File: config.mk
export PLATFORM = sky130hd
export DESIGN_NAME = uart_cmd_decoder
export DESIGN_NICKNAME = d
export VERILOG_FILES = /design/src/rtl/uart_cmd_decoder.sv
export SDC_FILE = /design/constraint.sdc
export NUM_CORES = 1
export LEC_CHECK = 0
export CORE_ASPECT_RATIO = 0.5
export CORE_UTILIZATION = 45
export CTS_BUF_LIST = sky130_fd_sc_hd__clkbuf_4
export DETAILED_ROUTE_END_ITERATION = 8
export GPL_TIMING_DRIVEN = 0
export SLEW_MARGIN = 20
export SYNTH_ARGS = -nofsm -noshare
export SYNTH_HDL_FRONTEND = slang
export SYNTH_SLANG_ARGS = --single-unit
File: constraint.sdc
create_clock -name clk -period 2.7 [get_ports clk]
set_clock_uncertainty 0.2 [all_clocks]
set_input_delay 0.54 -clock clk [delete_from_list [all_inputs] [get_ports clk]]
set_output_delay 0.54 -clock clk [all_outputs]
set_load 0.01 [all_outputs]
File: src/rtl/uart_cmd_decoder.sv
// 8N1 UART receiver that decodes single-byte ASCII drive commands into held control levels,
// with a link watchdog that forces failsafe and drops motion when commands stop arriving.
module uart_cmd_decoder #(
  parameter int CLK_HZ      = 50_000_000,
  parameter int BAUD        = 9600,
  parameter int FAILSAFE_MS = 500
) (
  input  logic clk,
  input  logic rst,
  input  logic rx,
  output logic fwd_out,
  output logic bwd_out,
  output logic left_out,
  output logic right_out,
  output logic stoplight_out,
  output logic stopsign_out,
  output logic failsafe_out,
  output logic buzzer_out,
  output logic cmd_valid,
  output logic frame_err
);

  localparam int     CPB   = CLK_HZ / BAUD;
  localparam int     HALF  = CPB / 2;
  localparam int     CNT_W = $clog2(CPB + 1);
  localparam longint WD_L  = longint'(FAILSAFE_MS) * longint'(CLK_HZ / 1000);
  localparam int     WD_W  = (WD_L < 2) ? 1 : $clog2(WD_L + 1);
  localparam logic [WD_W-1:0] WD = WD_W'(WD_L);

  if (WD_L > 64'd4294967295 || WD_L < 1) begin : g_wd_range
    $error("uart_cmd_decoder: watchdog reload must be in 1 .. 2^32-1 cycles");
  end

  typedef enum logic [1:0] {IDLE, START, DATA, STOP} rx_state_e;

  rx_state_e         state_q;
  logic              rx_meta_q, rx_sync_q, rx_prev_q;
  logic [CNT_W-1:0]  cnt_q;
  logic [2:0]        bit_q;
  logic [7:0]        shift_q;
  logic              byte_vld_q;
  logic              frame_err_q;

  always_ff @(posedge clk) begin
    if (rst) begin
      rx_meta_q   <= 1'b1;
      rx_sync_q   <= 1'b1;
      rx_prev_q   <= 1'b1;
      state_q     <= IDLE;
      cnt_q       <= '0;
      bit_q       <= '0;
      shift_q     <= '0;
      byte_vld_q  <= 1'b0;
      frame_err_q <= 1'b0;
    end else begin
      rx_meta_q   <= rx;
      rx_sync_q   <= rx_meta_q;
      rx_prev_q   <= rx_sync_q;
      byte_vld_q  <= 1'b0;
      frame_err_q <= 1'b0;
      case (state_q)
        // A falling edge is required, so after a bad stop bit the line must go high first.
        IDLE: begin
          if (rx_prev_q && !rx_sync_q) begin
            state_q <= START;
            cnt_q   <= '0;
            bit_q   <= '0;
          end
        end
        START: begin
          if (cnt_q == CNT_W'(HALF - 1)) begin
            cnt_q   <= '0;
            state_q <= rx_sync_q ? IDLE : DATA;
          end else begin
            cnt_q <= cnt_q + 1'b1;
          end
        end
        DATA: begin
          if (cnt_q == CNT_W'(CPB - 1)) begin
            cnt_q   <= '0;
            shift_q <= {rx_sync_q, shift_q[7:1]};
            bit_q   <= bit_q + 1'b1;
            if (bit_q == 3'd7) state_q <= STOP;
          end else begin
            cnt_q <= cnt_q + 1'b1;
          end
        end
        STOP: begin
          if (cnt_q == CNT_W'(CPB - 1)) begin
            cnt_q   <= '0;
            state_q <= IDLE;
            if (rx_sync_q) byte_vld_q  <= 1'b1;
            else           frame_err_q <= 1'b1;
          end else begin
            cnt_q <= cnt_q + 1'b1;
          end
        end
        default: state_q <= IDLE;
      endcase
    end
  end

  logic            fwd_q, bwd_q, left_q, right_q, stoplight_q, stopsign_q, failsafe_q, buzzer_q;
  logic            fwd_d, bwd_d, left_d, right_d, stoplight_d, stopsign_d, failsafe_d, buzzer_d;
  logic            cmd_valid_q, cmd_valid_d, hit;
  logic [WD_W-1:0] wd_q, wd_d;

  always_comb begin
    fwd_d       = fwd_q;
    bwd_d       = bwd_q;
    left_d      = left_q;
    right_d     = right_q;
    stoplight_d = stoplight_q;
    stopsign_d  = stopsign_q;
    buzzer_d    = buzzer_q;
    failsafe_d  = failsafe_q;
    wd_d        = wd_q;
    hit         = 1'b0;
    if (byte_vld_q) begin
      hit = 1'b1;
      case (shift_q)
        8'h46: begin fwd_d = 1'b1; bwd_d = 1'b0; end
        8'h42: begin bwd_d = 1'b1; fwd_d = 1'b0; end
        8'h4C: begin left_d = 1'b1; right_d = 1'b0; end
        8'h52: begin right_d = 1'b1; left_d = 1'b0; end
        8'h43: begin left_d = 1'b0; right_d = 1'b0; end
        8'h58: begin fwd_d = 1'b0; bwd_d = 1'b0; left_d = 1'b0; right_d = 1'b0; end
        8'h54: stoplight_d = 1'b1;
        8'h74: stoplight_d = 1'b0;
        8'h50: stopsign_d  = 1'b1;
        8'h70: stopsign_d  = 1'b0;
        8'h48: buzzer_d    = 1'b1;
        8'h68: buzzer_d    = 1'b0;
        default: hit = 1'b0;
      endcase
    end
    cmd_valid_d = hit;
    // A command arriving on the expiry cycle pre-empts the timeout entirely.
    if (hit) begin
      wd_d       = WD;
      failsafe_d = 1'b0;
    end else if (!failsafe_q) begin
      if (wd_q <= WD_W'(1)) begin
        failsafe_d = 1'b1;
        fwd_d      = 1'b0;
        bwd_d      = 1'b0;
        left_d     = 1'b0;
        right_d    = 1'b0;
      end
      if (wd_q != '0) wd_d = wd_q - WD_W'(1);
    end
  end

  always_ff @(posedge clk) begin
    if (rst) begin
      fwd_q       <= 1'b0;
      bwd_q       <= 1'b0;
      left_q      <= 1'b0;
      right_q     <= 1'b0;
      stoplight_q <= 1'b0;
      stopsign_q  <= 1'b0;
      buzzer_q    <= 1'b0;
      failsafe_q  <= 1'b1;
      cmd_valid_q <= 1'b0;
      wd_q        <= '0;
    end else begin
      fwd_q       <= fwd_d;
      bwd_q       <= bwd_d;
      left_q      <= left_d;
      right_q     <= right_d;
      stoplight_q <= stoplight_d;
      stopsign_q  <= stopsign_d;
      buzzer_q    <= buzzer_d;
      failsafe_q  <= failsafe_d;
      cmd_valid_q <= cmd_valid_d;
      wd_q        <= wd_d;
    end
  end

  assign fwd_out       = fwd_q;
  assign bwd_out       = bwd_q;
  assign left_out      = left_q;
  assign right_out     = right_q;
  assign stoplight_out = stoplight_q;
  assign stopsign_out  = stopsign_q;
  assign failsafe_out  = failsafe_q;
  assign buzzer_out    = buzzer_q;
  assign cmd_valid     = cmd_valid_q;
  assign frame_err     = frame_err_q;

endmodule

# Word-level counts from Yosys, hierarchy flattened
# Cells that the tools add are included.
[classes]
add_sub_neg = 3
magnitude_cmp = 1
eq_ne = 24
muxes = 47
bitwise = 3
n_reduce_logical = 25
[ops]
columns = ["cell", "count"]
rows = [
  ["$eq 8x7->1 const B", 12],
  ["$mux 25", 3],
  ["$mux 13", 3],
  ["$pmux 13 s3", 1],
  ["$le 25x1->1 const B", 1],
  ["$reduce_bool 25->1", 1],
  ["$sub 25x1->25 const B", 1],
  ["$mux 1", 23],
  ["$pmux 1 s2", 7],
  ["$add 13x1->13 const B", 1],
  ["$eq 13x12->1 const B", 1],
  ["$eq 13x13->1 const B", 1],
  ["$mux 2", 6],
  ["$reduce_and 2->1", 6],
  ["$reduce_or 12->1", 1],
  ["$ne 2x2->1 const B", 5],
  ["$reduce_bool 2->1", 5],
  ["$reduce_or 3->1", 3],
  ["$pmux 2 s4", 1],
  ["$reduce_or 2->1", 4],
  ["$mux 3", 2],
  ["$pmux 3 s2", 1],
  ["$reduce_and 5->1", 1],
  ["$eq 2x2->1 const B", 2],
  ["9 further kinds", 11],
]
[totals]
register_bits = 65
in_bits = 3
output_inout_bits = 10
elab_cells = 123

# Longest topological paths before layout
# Gate-level depths: netlist of run 1.
[depth]
word_depth = 7
mapped_depth = 8
mapped_depth_nobuf = 7

# Worst setup path before layout of run 1
# OpenSTA, ideal clock, no wires.
[synth_path]
kind = "reg2reg"
startpoint = "register cnt_q[0]"
endpoint = "register state_q[0]"
arrival_time_ns = 2.085
required_ns = 2.430
setup_slack_ns = 0.344
path_stages_with_launch = 7
n_path_buf = 0
period_less_slack_ns = 2.356
cell_sequence = "dfxtp_1 -> ha_1 -> or4b_4 -> nor4_4 -> nor3_2 -> or4_1 -> a21oi_1"
[synth_via]
elab_chain_len = 3
[synth_rtl]
columns = ["element", "line_no", "rtl"]
rows = [
  ["start, declared", "38", "logic [CNT_W-1:0] cnt_q;"],
  ["start signal, assigned", "75", "cnt_q <= cnt_q + 1'b1;"],
  ["start signal, assigned", "85", "cnt_q <= cnt_q + 1'b1;"],
  ["start signal, assigned", "95", "cnt_q <= cnt_q + 1'b1;"],
  ["$eq 13x13->1 or $eq 13x12->1 (tied branches)", "79, 89, 71", ""],
  ["$ne 2x2->1 (no source line)", "-", ""],
  ["$reduce_and 5->1 (no source line) *", "-", ""],
  ["end signal, assigned", "73", "state_q <= rx_sync_q ? IDLE : DATA;"],
  ["end, declared", "36", "rx_state_e state_q;"],
]
# Mark *: on every way between the ends. The rest lies on a longest branch, timed or not.
# A chain may end at the register's enable or synchronous reset.

# Worst setup path in the final report of run 1
[layout_path]
startpoint = "register shift_q[3]"
endpoint = "register wd_q[2]"
[layout_via]
elab_chain_len = 5
[layout_rtl]
columns = ["element", "line_no", "rtl"]
rows = [
  ["start, declared", "40", "logic [7:0] shift_q;"],
  ["start signal, assigned", "81", "shift_q <= {rx_sync_q, shift_q[7:1]};"],
  ["$eq 8x7->1", "121", "case (shift_q)"],
  ["$reduce_or 12->1 (no source line) *", "-", ""],
  ["$mux 1 *", "121", ""],
  ["$mux 1 *", "119", "if (byte_vld_q) begin"],
  ["$reduce_or 2->1 (no source line) *", "-", ""],
  ["end signal, assigned", "176", "wd_q <= wd_d;"],
  ["end, declared", "106", "logic [WD_W-1:0] wd_q, wd_d;"],
]
# Marked as above.

==> results of run 1 <==
## cells by family after synthesis
| group | after synthesis | synth area share (%) |
|---|---|---|
| flip-flops | 65 | 40.6 |
| adder cells (fa/ha/maj) | 5 | 1.95 |
| AND/OR/NAND/NOR | 165 | 29.5 |
| multiplexers | 17 | 5.35 |
| XOR/XNOR | 16 | 4.38 |
| AO/OA/AOI/OAI | 74 | 14.8 |
| buffers and inverters | 25 | 3.32 |
## how the worst min path moves through the flow
| stage | depth (start not counted) | slack [ns] | to | startpoint |
|---|---|---|---|---|
| CTS | 1 | 0.23 | rx_sync_q | rx_meta_q |
| finish | 1 | 0.22 | rx_sync_q | rx_meta_q |
| global placement | 1 | 0.21 | rx_sync_q | rx_meta_q |
| floorplan | 1 | 0.19 | rx_sync_q | rx_meta_q |
| detailed placement | 1 | 0.21 | rx_sync_q | rx_meta_q |
| global route | 1 | 0.24 | rx_sync_q | rx_meta_q |
## report_power, final
group / leakage [nW] / internal (mW) / switching (mW) / total, mW
Combinational: 0.643 / 0.0207 / 0.0370 / 0.0577
Clock: 0.0578 / 0.170 / 0.333 / 0.503
Sequential: 0.524 / 0.963 / 0.00326 / 0.967
## synth_stat cells (6+ instances only)
cell	number
dfxtp_1	65
nor2_1	40
nand2_1	23
o21ai_0	19
mux2i_1	16
nor3_1	14
a21oi_1	13
clkbuf_1	13
or3_1	13
nor4_1	11
nand3_1	10
xnor2_1	10
a31oi_1	9
or2_2	9
or4_1	8
nand2b_1	7
inv_1	6
xor2_1	6
## registers in the layout (all words and copies together), names as in the netlist, 3 cells and up, named ones only
register  flops
shift_q       8
wd_q         25
bit_q         3
cnt_q        13
## per-layer routing
metal	GRT usage [%]	share of wire, %	up-vias	wire length [um]
li1	-	-	1389	-
met1	22.2	47	1285	3240
met2	34.7	46	42	3180
met3	7.22	5.7	8	394
met4	7.94	1.1	0	74
met5	0	0	-	0
## per-stage QoR
stage	hold WS (ns)	instances	setup TNS [ns]	worst slack, ns	area [um^2]
3_5_place_dp	0.207	471	0	0.0663	3440
3_3_place_gp	0.215	471	0	0.101	3440
2_1_floorplan	0.189	367	0	0.344	3200
5_1_grt	0.241	486	-0.914	-0.101	3540
6_report	0.222	486	0	0.163	3540
4_1_cts	0.231	486	0	0.0358	3530
## area by class of cell
type	instances	area, um^2
fillers	665	3240
multi-input cells	277	1800
flip-flops and latches	65	1300
repair buffers	12	120
well taps	92	115
plain buffers	19	83.8
clock buffers	9	67.6
clock inverters	6	26.3
inverters	6	22.5
==> results.txt, run 1 <==
----------------------------------------------------
[Outcome]
  Status ... finished clean

[Die]
  Overall die width ... 121 um
  I/O Pins ... 13
  Placement row count ... 21
  Die footprint ... 7480 um^2
  Die Height ... 61.6 um
  Initial standard-cell utilization of the core ... 47.2%
  Core region area ... 6780 um^2

[Logic synthesis]
  Yosys synthesis warning count ... 0
  Mapped Avg Cell Area ... 8.72 um^2
  Largest cells by area after synthesis ... dfxtp_1, mux2i_1, nor2_1, o21ai_0, xnor2_1
  Cell taking the most area after synthesis ... dfxtp_1
  Post-Syn Nets ... 375
  Most instantiated flip-flop cell in the synthesis netlist ... dfxtp_1
  Fraction of synthesized cell area taken by the top area cell type ... 40.6%
  Sequential-to-total area share from yosys stat ... 40.6%
  Number of enable-type register cells in the synthesized netlist ... 0
  Netlist cell types ... 54
  Post-Synthesis Cell Area ... 3200 um^2
  Number of synthesized register bits ... 65
  Post-synthesis async set-or-reset flop share ... 0%
  Post-synthesis instance total ... 367

[Worst setup path]
  Worst path max stage delay ... 0.60 ns
  Largest driver fanout on the critical path ... 10
  Data arrival time of the critical path ... 2.63 ns
  Cell depth of the worst setup path ... 7
  FF-to-FF End ... wd_q[2]
  Endpoint required time on the critical path ... 2.80 ns
  Number of cells on the worst reg-to-reg path ... 7
  Kind of cell adding the most delay to the critical path ... compound AO/OA/AOI/OAI gates
  Crit Reg-Reg Startpoint ... shift_q[3]
  Critical Path, Cell by Cell ... buf_2 -> xnor2_1 -> a2111oi_0 -> o31ai_2 -> nand2_1 -> clkbuf_1 -> nor2_1
  Kind of start point of the critical path ... flop
  Crit path to ... wd_q[2]
  CP endpoint kind ... flop
  Count of buffer and inverter cells on the critical path ... 2
  Crit path from ... shift_q[3]
  Slowest cell on the critical path ... a2111oi_0
  Kind of critical path ... flop to flop
  Reg-to-reg slack, setup ... 0.16 ns

[Clock network]
  Buffer levels on the longest clock path ... 2
  Latest clock arrival within the worst-skew pair ... 0.42 ns
  TritonCTS Buffers ... 9
  Number of buffers inserted by hold repair at cts ... 0
  CTS tree ... yes
  Root Driver ... clkbuf_4
  Deepest level of the CTS H-tree ... 3
  Post-CTS Setup Inserts ... 0
  # clock sinks ... 65
  Clock transition at the registers of the reported paths ... 0.10 ns
  Post-cts repair resize count ... 0

[Global routing]
  GR Overflow Total ... 0
  Initial antenna violation count ... 0
  GRT Resource Usage Total ... 19.6%
  Maximum number of pins on one net before global-route repair ... 11
  Via count of the first global-routing pass ... 2471
  First-pass GRT wire length ... 11100 um

[Placed design]
  Hpwl dp ... 4820 um
  Count of port buffers added during placement ... 12
  Gp weighted congestion ... 0.811

[Pwr]
  Power density cells ... 432 nW/um^2
  Final total power ... 1.53 mW
  Worst supply voltage drop on vdd ... 198 uV
  LEAKAGE ... 1.22 nW

[STA]
  Transition at the pin with the smallest max-transition slack ... 0.702 ns
  Final Max Slew Viols ... 0
  Final number of setup-violating endpoints ... 0
  Number of hold-slack violations in the final timing report ... 0
  Worst slew slack as a fraction of its limit ... 52.8%
  Max Fclk ... 394 MHz
  Period minus WS final ... 2.54 ns
  Share of the clock period used by the worst path ... 94.0%

[Final layout]
  Final core occ ... 52.2%
  Diode count ... 0
  Highest-count cells in the layout ignoring fill and taps ... dfxtp_1, nor2_1, nand2_1, o21ai_0, mux2i_1
  Net count reported at finish ... 398
  Most frequent standard cell in the layout excluding fill and tap cells ... dfxtp_1
  Share of layout cells above drive strength 1 ... 9.90%
  Area Overhead vs Synth ... 10.5%

[Routing]
  Drt wl/cell ... 14.2 um
  Total via count in the routed design ... 2724
  Final ANT Viol Nets ... 0
  Avg Vias per Cell ... 5.60
  First drt pass iteration count ... 4
  Initial DRC count ... 107
  DRC viols ... 0
  Final Routed Wirelength ... 6890 um

[Flow run]
  Max-cap violations ... 0

[Hold path]
  Hold WC Path Type ... flop to flop

----------------------------------------------------
(Power assumes the default switching activity.)
==> run 2: changes to the inputs <==
--- a/config.mk
+++ b/config.mk
@@ -8,6 +8,7 @@
 export CORE_ASPECT_RATIO = 0.5
 export CORE_UTILIZATION = 45
 export CTS_BUF_LIST = sky130_fd_sc_hd__clkbuf_4
+export CTS_CLUSTER_DIAMETER = 120
 export DETAILED_ROUTE_END_ITERATION = 8
 export GPL_TIMING_DRIVEN = 0
 export SLEW_MARGIN = 20
==> results of run 2 <==
Final layout, timing and power as in run 1 (identical DEF).
